### config.mk
export PLATFORM = sky130hd
export DESIGN_NAME = vsm_pc_sequencer
export DESIGN_NICKNAME = d
export VERILOG_FILES = /design/src/rtl/vsm_pc_sequencer.sv
export SDC_FILE = /design/constraint.sdc
export NUM_CORES = 1
export LEC_CHECK = 0
export ABC_AREA = 1
export BUFFER_PORTS_ARGS = -buffer_cell sky130_fd_sc_hd__buf_2
export CELL_PAD_IN_SITES_DETAIL_PLACEMENT = 1
export CELL_PAD_IN_SITES_GLOBAL_PLACEMENT = 1
export CORE_ASPECT_RATIO = 1.4
export CORE_UTILIZATION = 30
export DETAILED_ROUTE_END_ITERATION = 6
export HOLD_SLACK_MARGIN = 0.1
export PLACE_DENSITY_LB_ADDON = 0.1
export RECOVER_POWER = 50
export SYNTH_ARGS = -nofsm -noshare
export SYNTH_HDL_FRONTEND = slang
export SYNTH_SLANG_ARGS = --single-unit
### constraint.sdc
create_clock -name MainClock -period 1.4 [get_ports MainClock]
set_clock_uncertainty 0.2 [all_clocks]
set_input_delay 0.14 -clock MainClock [delete_from_list [all_inputs] [get_ports MainClock]]
set_output_delay 0.14 -clock MainClock [all_outputs]
set_load 0.01 [all_outputs]
### src/rtl/vsm_pc_sequencer.sv
// Fetch/execute control FSM for the VSM core; sole owner of PC increment/load/clear.
// Optional macro VSM_SINGLE_STEP_EN adds a Step input and parks in IDLE after each instruction.
module vsm_pc_sequencer #(
  parameter int unsigned PC_W        = 4,
  parameter int unsigned OPC_W       = 4,
  parameter int unsigned EXEC_CYCLES = 2
) (
  input  logic             MainClock,
  input  logic             ClearCounter,
  input  logic             Run,
`ifdef VSM_SINGLE_STEP_EN
  input  logic             Step,
`endif
  input  logic [OPC_W-1:0] Opcode,
  input  logic [PC_W-1:0]  Operand,
  input  logic             MemReady,
  input  logic             Zero,
  output logic             MemRead,
  output logic             IrLoad,
  output logic             ExecEn,
  output logic             EnableCount,
  output logic             LoadPC,
  output logic [PC_W-1:0]  PCTarget,
  output logic             ClearPC,
  output logic             Halted,
  output logic [1:0]       Phase
);

  localparam int unsigned      CNT_W    = 3;
  localparam logic [CNT_W-1:0] CNT_LOAD = CNT_W'(EXEC_CYCLES - 1);
  localparam logic [OPC_W-1:0] OP_HALT  = OPC_W'(15);
  localparam logic [OPC_W-1:0] OP_JMP   = OPC_W'(14);
  localparam logic [OPC_W-1:0] OP_JZ    = OPC_W'(13);

  typedef enum logic [1:0] {
    S_IDLE  = 2'b00,
    S_FETCH = 2'b01,
    S_EXEC  = 2'b10,
    S_HALT  = 2'b11
  } state_e;

  state_e            state_q, state_d, next_instr;
  logic [CNT_W-1:0]  cnt_q, cnt_d;
  logic [OPC_W-1:0]  op_q, op_d;
  logic [PC_W-1:0]   arg_q, arg_d;
  logic              run_q, clear_pc_q;
  logic              run_rise, step_rise;
  logic              mem_read_c, ir_load_c, exec_en_c, en_count_c, load_pc_c, halted_c;

  assign run_rise = Run & ~run_q;

`ifdef VSM_SINGLE_STEP_EN
  logic step_q;

  assign step_rise  = Step & ~step_q;
  assign next_instr = S_IDLE;

  always_ff @(posedge MainClock) begin
    if (ClearCounter) step_q <= 1'b0;
    else              step_q <= Step;
  end
`else
  assign step_rise  = 1'b0;
  assign next_instr = S_FETCH;
`endif

  // Next-state and decoded outputs
  always_comb begin
    state_d    = state_q;
    cnt_d      = cnt_q;
    op_d       = op_q;
    arg_d      = arg_q;
    mem_read_c = 1'b0;
    ir_load_c  = 1'b0;
    exec_en_c  = 1'b0;
    en_count_c = 1'b0;
    load_pc_c  = 1'b0;
    halted_c   = 1'b0;
    case (state_q)
      S_IDLE: begin
        if (run_rise || step_rise) state_d = S_FETCH;
      end
      S_FETCH: begin
        mem_read_c = 1'b1;
        if (MemReady) begin
          ir_load_c = 1'b1;
          op_d      = Opcode;
          arg_d     = Operand;
          cnt_d     = CNT_LOAD;
          state_d   = S_EXEC;
        end
      end
      S_EXEC: begin
        exec_en_c = 1'b1;
        if (cnt_q != '0) begin
          cnt_d = cnt_q - CNT_W'(1);
        end else begin
          state_d = next_instr;
          case (op_q)
            OP_HALT: state_d   = S_HALT;
            OP_JMP:  load_pc_c = 1'b1;
            OP_JZ: begin
              load_pc_c  = Zero;
              en_count_c = ~Zero;
            end
            default: en_count_c = 1'b1;
          endcase
        end
      end
      S_HALT: begin
        halted_c = 1'b1;
        if (run_rise) begin
          en_count_c = 1'b1;
          state_d    = S_FETCH;
        end
      end
      default: state_d = S_IDLE;
    endcase
    // An aborted fetch/exec must never move the PC
    if (ClearCounter) begin
      ir_load_c  = 1'b0;
      en_count_c = 1'b0;
      load_pc_c  = 1'b0;
    end
  end

  always_ff @(posedge MainClock) begin
    if (ClearCounter) begin
      state_q <= S_IDLE;
      cnt_q   <= '0;
      op_q    <= '0;
      arg_q   <= '0;
      run_q   <= 1'b0;
    end else begin
      state_q <= state_d;
      cnt_q   <= cnt_d;
      op_q    <= op_d;
      arg_q   <= arg_d;
      run_q   <= Run;
    end
  end

  always_ff @(posedge MainClock) begin
    clear_pc_q <= ClearCounter;
  end

  assign MemRead     = mem_read_c;
  assign IrLoad      = ir_load_c;
  assign ExecEn      = exec_en_c;
  assign EnableCount = en_count_c;
  assign LoadPC      = load_pc_c;
  assign PCTarget    = load_pc_c ? arg_q : '0;
  assign ClearPC     = clear_pc_q;
  assign Halted      = halted_c;
  assign Phase       = state_q;

endmodule
**Yosys cells after proc, flatten, opt, wreduce, memory -nomap -nowiden**

Index checks and enable logic that the tools add are counted.

- Flip-flop bits (word level): 15
- Bits in latches: 0
- Bits in writable memories: 0
- ROM bits: 0
- Input port bits: 13
- Output and inout bits: 13
- Memories: 0

- Add/subtract/negate cells: 1
- $mul: 0
- Divide/modulo/power cells: 0
- $lt $le $gt $ge: 0
- Equality and inequality tests: 10
- Shift-type cells: 0
- Mux-type cells: 24
- Bitwise operators: 3
- Reductions and logical operators: 8

Operator list:

| cell | number |
|---|---|
| 4-bit equality test, second input constant | 3 |
| 1-bit two-way mux | 12 |
| 2-bit two-way mux | 4 |
| 3-bit two-way mux | 2 |
| 2-bit inequality test, second input constant | 3 |
| 1-bit one-hot mux with 2 select lines | 3 |
| 2-bit one-hot mux with 3 select lines | 1 |
| 3-bit one-hot mux with 2 select lines | 1 |
| 3-bit AND reduction | 2 |
| 2-bit equality test, second input constant | 2 |
| 4-bit two-way mux | 1 |
| 2-bit OR reduction | 2 |
| 3-bit nonzero test | 1 |
| 3-bit by 1-bit subtractor with 3-bit output, second input constant | 1 |
| 2-bit by 1-bit equality test with 1-bit output, second input constant | 1 |
| 2-bit zero test | 1 |
| 2-bit by 1-bit inequality test with 1-bit output, second input constant | 1 |
| 1-bit NOT | 2 |
| 2-bit AND reduction | 1 |
| 2-bit nonzero test | 1 |
| 1-bit bitwise AND | 1 |

**Depth between registers and ports, before layout**

- Depth in word-level cells: 6
- Gate-level depth with buffers: 8
- Mapped depth without buffers: 8

**Worst setup path before layout**

No wires, ideal clock.

- Kind: reg-to-output
- Start point: reg state_q[0] (netlist: Phase[0])
- End point: out EnableCount
- Arrival time: 1.325 ns
- Data required time: 1.060 ns
- Slack: -0.265 ns
- Cell stages (with the launch flop): 6
- Path buffers: 0
- Cell sequence: dfxtp_1 > inv_1 > ha_1 > nand3_2 > nand3b_1 > a21oi_1

- Longest elaborated chain between the ends: 3
- Elaborated cells between the ends (all ways): 4
- Those cells by class: eq/ne (2); mux (2)

RTL lines:

| what | RTL line | text |
|---|---|---|
| start, declared | 42 | `state_e state_q, state_d, next_instr;` |
| start signal, assigned | 135 | `state_q <= state_d;` |
| 2-bit equality test | 79 | `case (state_q)` |
| 1-bit one-hot mux with 2 select lines * | 79 |  |
| 1-bit two-way mux * | 120 | `if (ClearCounter) begin` |
| end, declared | 21 | `output logic EnableCount,` |

Every way passes the cells marked *; elsewhere a longest branch is shown, timed or not.

**Worst setup path in the final report**

- Start point: reg cnt_q[1]
- End point: out EnableCount

- Longest elaborated chain between the ends: 4

RTL lines:

| what | RTL line | text |
|---|---|---|
| start, declared | 43 | `logic [CNT_W-1:0] cnt_q, cnt_d;` |
| start signal, assigned | 136 | `cnt_q <= cnt_d;` |
| 3-bit nonzero test | 95 | `if (cnt_q != '0) begin` |
| 1-bit two-way mux | 95 |  |
| 1-bit one-hot mux with 2 select lines | 79 |  |
| 1-bit two-way mux | 120 |  |

No other way between the ends.

==> metrics.md <==
| Metric | Value |
|---|---|
| Number of distinct library cells after synthesis | 18 |
| Seq/Total Area, Yosys | 36.8% |
| Design Area, Final | 1570 sq um |
| Initial antenna violation count | 0 |
| CTS root buf | clkbuf_4 |
| DP Area | 1200 sq um |
| Max frequency | 0.558 GHz |
| Syn Nets | around 130 |
| Flops & latches, synth | 15 |
| Vias/cell | 4.57 |
| Cts hold-fix bufs | 10 |
| Area Overhead vs Synth | 91.7% |
| Share of cells above drive strength 1 | ~54% |
| CP Class | flip-flop to output pin |
| Leak | 0.721 nW |
| DRC | 0 |
| Number of vias in the routed layout | between 900 and 1k |
| WP buf/inv | 2 |
| Worst Tran Pin Value | 0.345 ns |
| Dpl ws | -0.127 ns |
| Total die area | 2940 sq um |
| Clock Path Buffers | 2 |
| Final net count | 199 |
| Startpoint Class | flip-flop |
| Pwr dens | 1720 nW/um^2 |
| I/O pins | 26 |
| Status | finished with violations |
| Worst VDD drop | 0.874 mV |
| Die Wd | 46.1 um |
| Worst hold path class | primary input to flip-flop |
| RD Place Congestion | 0.840 |
| Worst-path fanout max | 3 |
| Worst-path cell chain | inv_2 -> ha_4 -> nand3_4 -> nand3b_1 -> a21oi_2 -> buf_2 |
| Delay-heaviest family, CP | flip-flops |
| Initial Util | 31.2% |
| Pin count of the biggest net entering global routing | 11 |
| Core Region | 2620 sq um |
| FP Rows | 22 |
| CP endpoint kind | output pin |
| Antenna-violating nets left | 0 |
| Fin crit period | around 1.8 ns |
| TritonCTS clock tree | done |
| Die height | ~64 um |
| Dpl hpwl | 1860 um |
| Maxcap violations | 0 |
| Mean post-synth cell area | just over 7 sq um |
| Final cycle utilization of the critical path | 128% |
| CP arrival | 1.45 ns |
| Final-layout fill cell count | 325 |
| H-tree Lvls | 1 |
| Required @ worst endpoint | around 1.1 ns |
| First-pass GRT wire length | about 4700 um |
| Max Slew Vio Count | 0 |
| Reg clk slew, reported paths | 0.11 ns |
| Maximum single-stage delay on the critical path | 0.35 ns |
| Mapped Area | 817 sq um |
| WL final | 3010 um |
| Synth warnings | 0 |
| DRT Pass-1 Iters | 3 |
| Clock sinks | 15 |
| Final worst slack | -0.391 ns |
| Ant diodes | 0 |
| Grt ovf | 0 |
| Synth Instances | 115 |
| Port Buf Inserts | 25 |
| CTS buffer count | 3 |
| Final Hold Viols | 0 |
| Initial DRC count | 8 |
| Total power | 2.69 mW |
| Post-DR wirelength/cell | 14.0 um |
| Violated checks | setup timing |
| Vias in the first global route | 1052 |
| CP max stage cell | dfxtp_1 |
| Setup_tns | -4.44 ns |
| Worst-Skew Late Latency | roughly 0.3 ns |
| Slew margin rel. | 77.0% |
| Global Route Usage Sum | 23.0% |
| RSZ-0062 raised after global routing | yes |
| Final setup fails | 22 |
## cell families after synthesis
kind of cell	after synthesis	synth area share (%)
and+or+nand+nor	57	32.5
buffers and inverters	20	9.49
AOI/OAI and AO/OA	17	12.1
DFF	15	36.8
adders and majority gates	6	9.19
## per-stage QoR
step | utilization, % | cells | hold WS [ns]
3_5_place_dp | 45.8 | 193 | 0.181
2_1_floorplan | - | 115 | -0.0323
3_3_place_gp | 45.8 | 193 | 0.172
5_1_grt | 59.9 | 215 | 0.0364
6_report | 59.9 | 215 | 0.0372
4_1_cts | 57.0 | 211 | 0.0528
## final timing paths
path | start | to | slack [ns] | cells after the start
setup / recovery | cnt_q[1] | EnableCount | -0.39 | 6
hold reg to reg | arg_q[2] | arg_q[2] | 0.32 | 2
setup reg to reg | Phase[0] | cnt_q[1] | -0.32 | 11
hold / removal | MemReady | arg_q[3] | 0.04 | 4
## area by class of cell
| class | instances | area, sq um | share of cell area [%] |
|---|---|---|---|
| clock buffers | 3 | 22.5 | 1.44 |
| flip-flops and latches | 15 | 309 | 19.7 |
| repair buffers | 62 | 502 | 32.0 |
| inverters | 18 | 72.6 | 4.63 |
| clock inverters | 1 | 5.00 | 0.319 |
| well taps | 36 | 45.0 | 2.88 |
| multi-input cells | 80 | 611 | 39.0 |
## worst reg2reg max path: cells and delay by family (launching register included)
| family | cells | cell delay (ns) |
|---|---|---|
| AOI/OAI and AO/OA | 1 | 0.20 |
| DFF | 1 | 0.37 |
| buffers and inverters | 5 | 0.40 |
| and+or+nand+nor | 4 | 0.34 |
| adders and majority gates | 1 | 0.14 |
## cell usage in the layout, fill, tap and decap left out
master | netlist | layout
dfxtp_4 | 0 | 1
a21oi_1 | 7 | 5
a21oi_2 | 0 | 2
nand3_1 | 6 | 3
clkbuf_4 | 0 | 3
nand4_1 | 2 | 2
dlygate4sd3_1 | 0 | 10
nor2_4 | 0 | 7
ha_4 | 0 | 4
o21bai_1 | 1 | 1
nor2_2 | 5 | 1
nand2_4 | 0 | 3
nor2_1 | 18 | 15
o21ai_2 | 0 | 3
dfxtp_1 | 15 | 10
o21ai_1 | 8 | 5
clkbuf_1 | 0 | 2
nand2_1 | 19 | 13
inv_4 | 0 | 2
nand2_2 | 2 | 5
o21ai_4 | 1 | 1
nand3b_1 | 1 | 1
clkinv_2 | 0 | 1
nand3_2 | 2 | 3
ha_1 | 6 | 2
inv_1 | 15 | 11
buf_4 | 0 | 20
nand3_4 | 0 | 2
dfxtp_2 | 0 | 4
buf_2 | 2 | 15
buf_6 | 0 | 15
inv_2 | 3 | 5
or2_1 | 2 | 2
## where the power goes
group	switching, mW	leakage, nW	internal [mW]
combinational	0.913	0.578	0.852
clock	0.163	0.0177	0.106
sequential	0.0949	0.126	0.561
## synthesized netlist by cell type
cell / n / area (sq um)
nor2_1: 18 / 67.6
nand2_2: 2 / 12.5
inv_2: 3 / 11.3
buf_2: 2 / 10.0
dfxtp_1: 15 / 300
nand2_1: 19 / 71.3
inv_1: 15 / 56.3
nand4_1: 2 / 12.5
nand3b_1: 1 / 7.51
nand3_2: 2 / 20.0
or2_1: 2 / 12.5
ha_1: 6 / 75.1
nor2_2: 5 / 31.3
o21ai_1: 8 / 40.0
a21oi_1: 7 / 35.0
o21bai_1: 1 / 7.51
nand3_1: 6 / 30.0
o21ai_4: 1 / 16.3
## state kept, by name, indices dropped and copies added, names as in the netlist
| signal | cells |
|---|---|
| ClearPC | 1 |
| run_q | 1 |
| Phase | 2 |
| op_q | 4 |
| arg_q | 4 |
| cnt_q | 3 |
## metal layers
layer  wire length [um]  track usage, %  share of wire (%)
met5                  0               0                  0
met4                155            14.7                5.2
met3                 62            3.39                2.1
met2               1710            42.4                 57
met1               1080            21.5                 36
## timing repair
action,CTS,global route
hold endpoints to repair,12,2
gates resized for setup,30,14
setup endpoints to repair,22,23
gates cloned,0,0
pin swaps,11,8
setup buffers,4,4
Note: power is estimated with default switching activity, not from simulation.
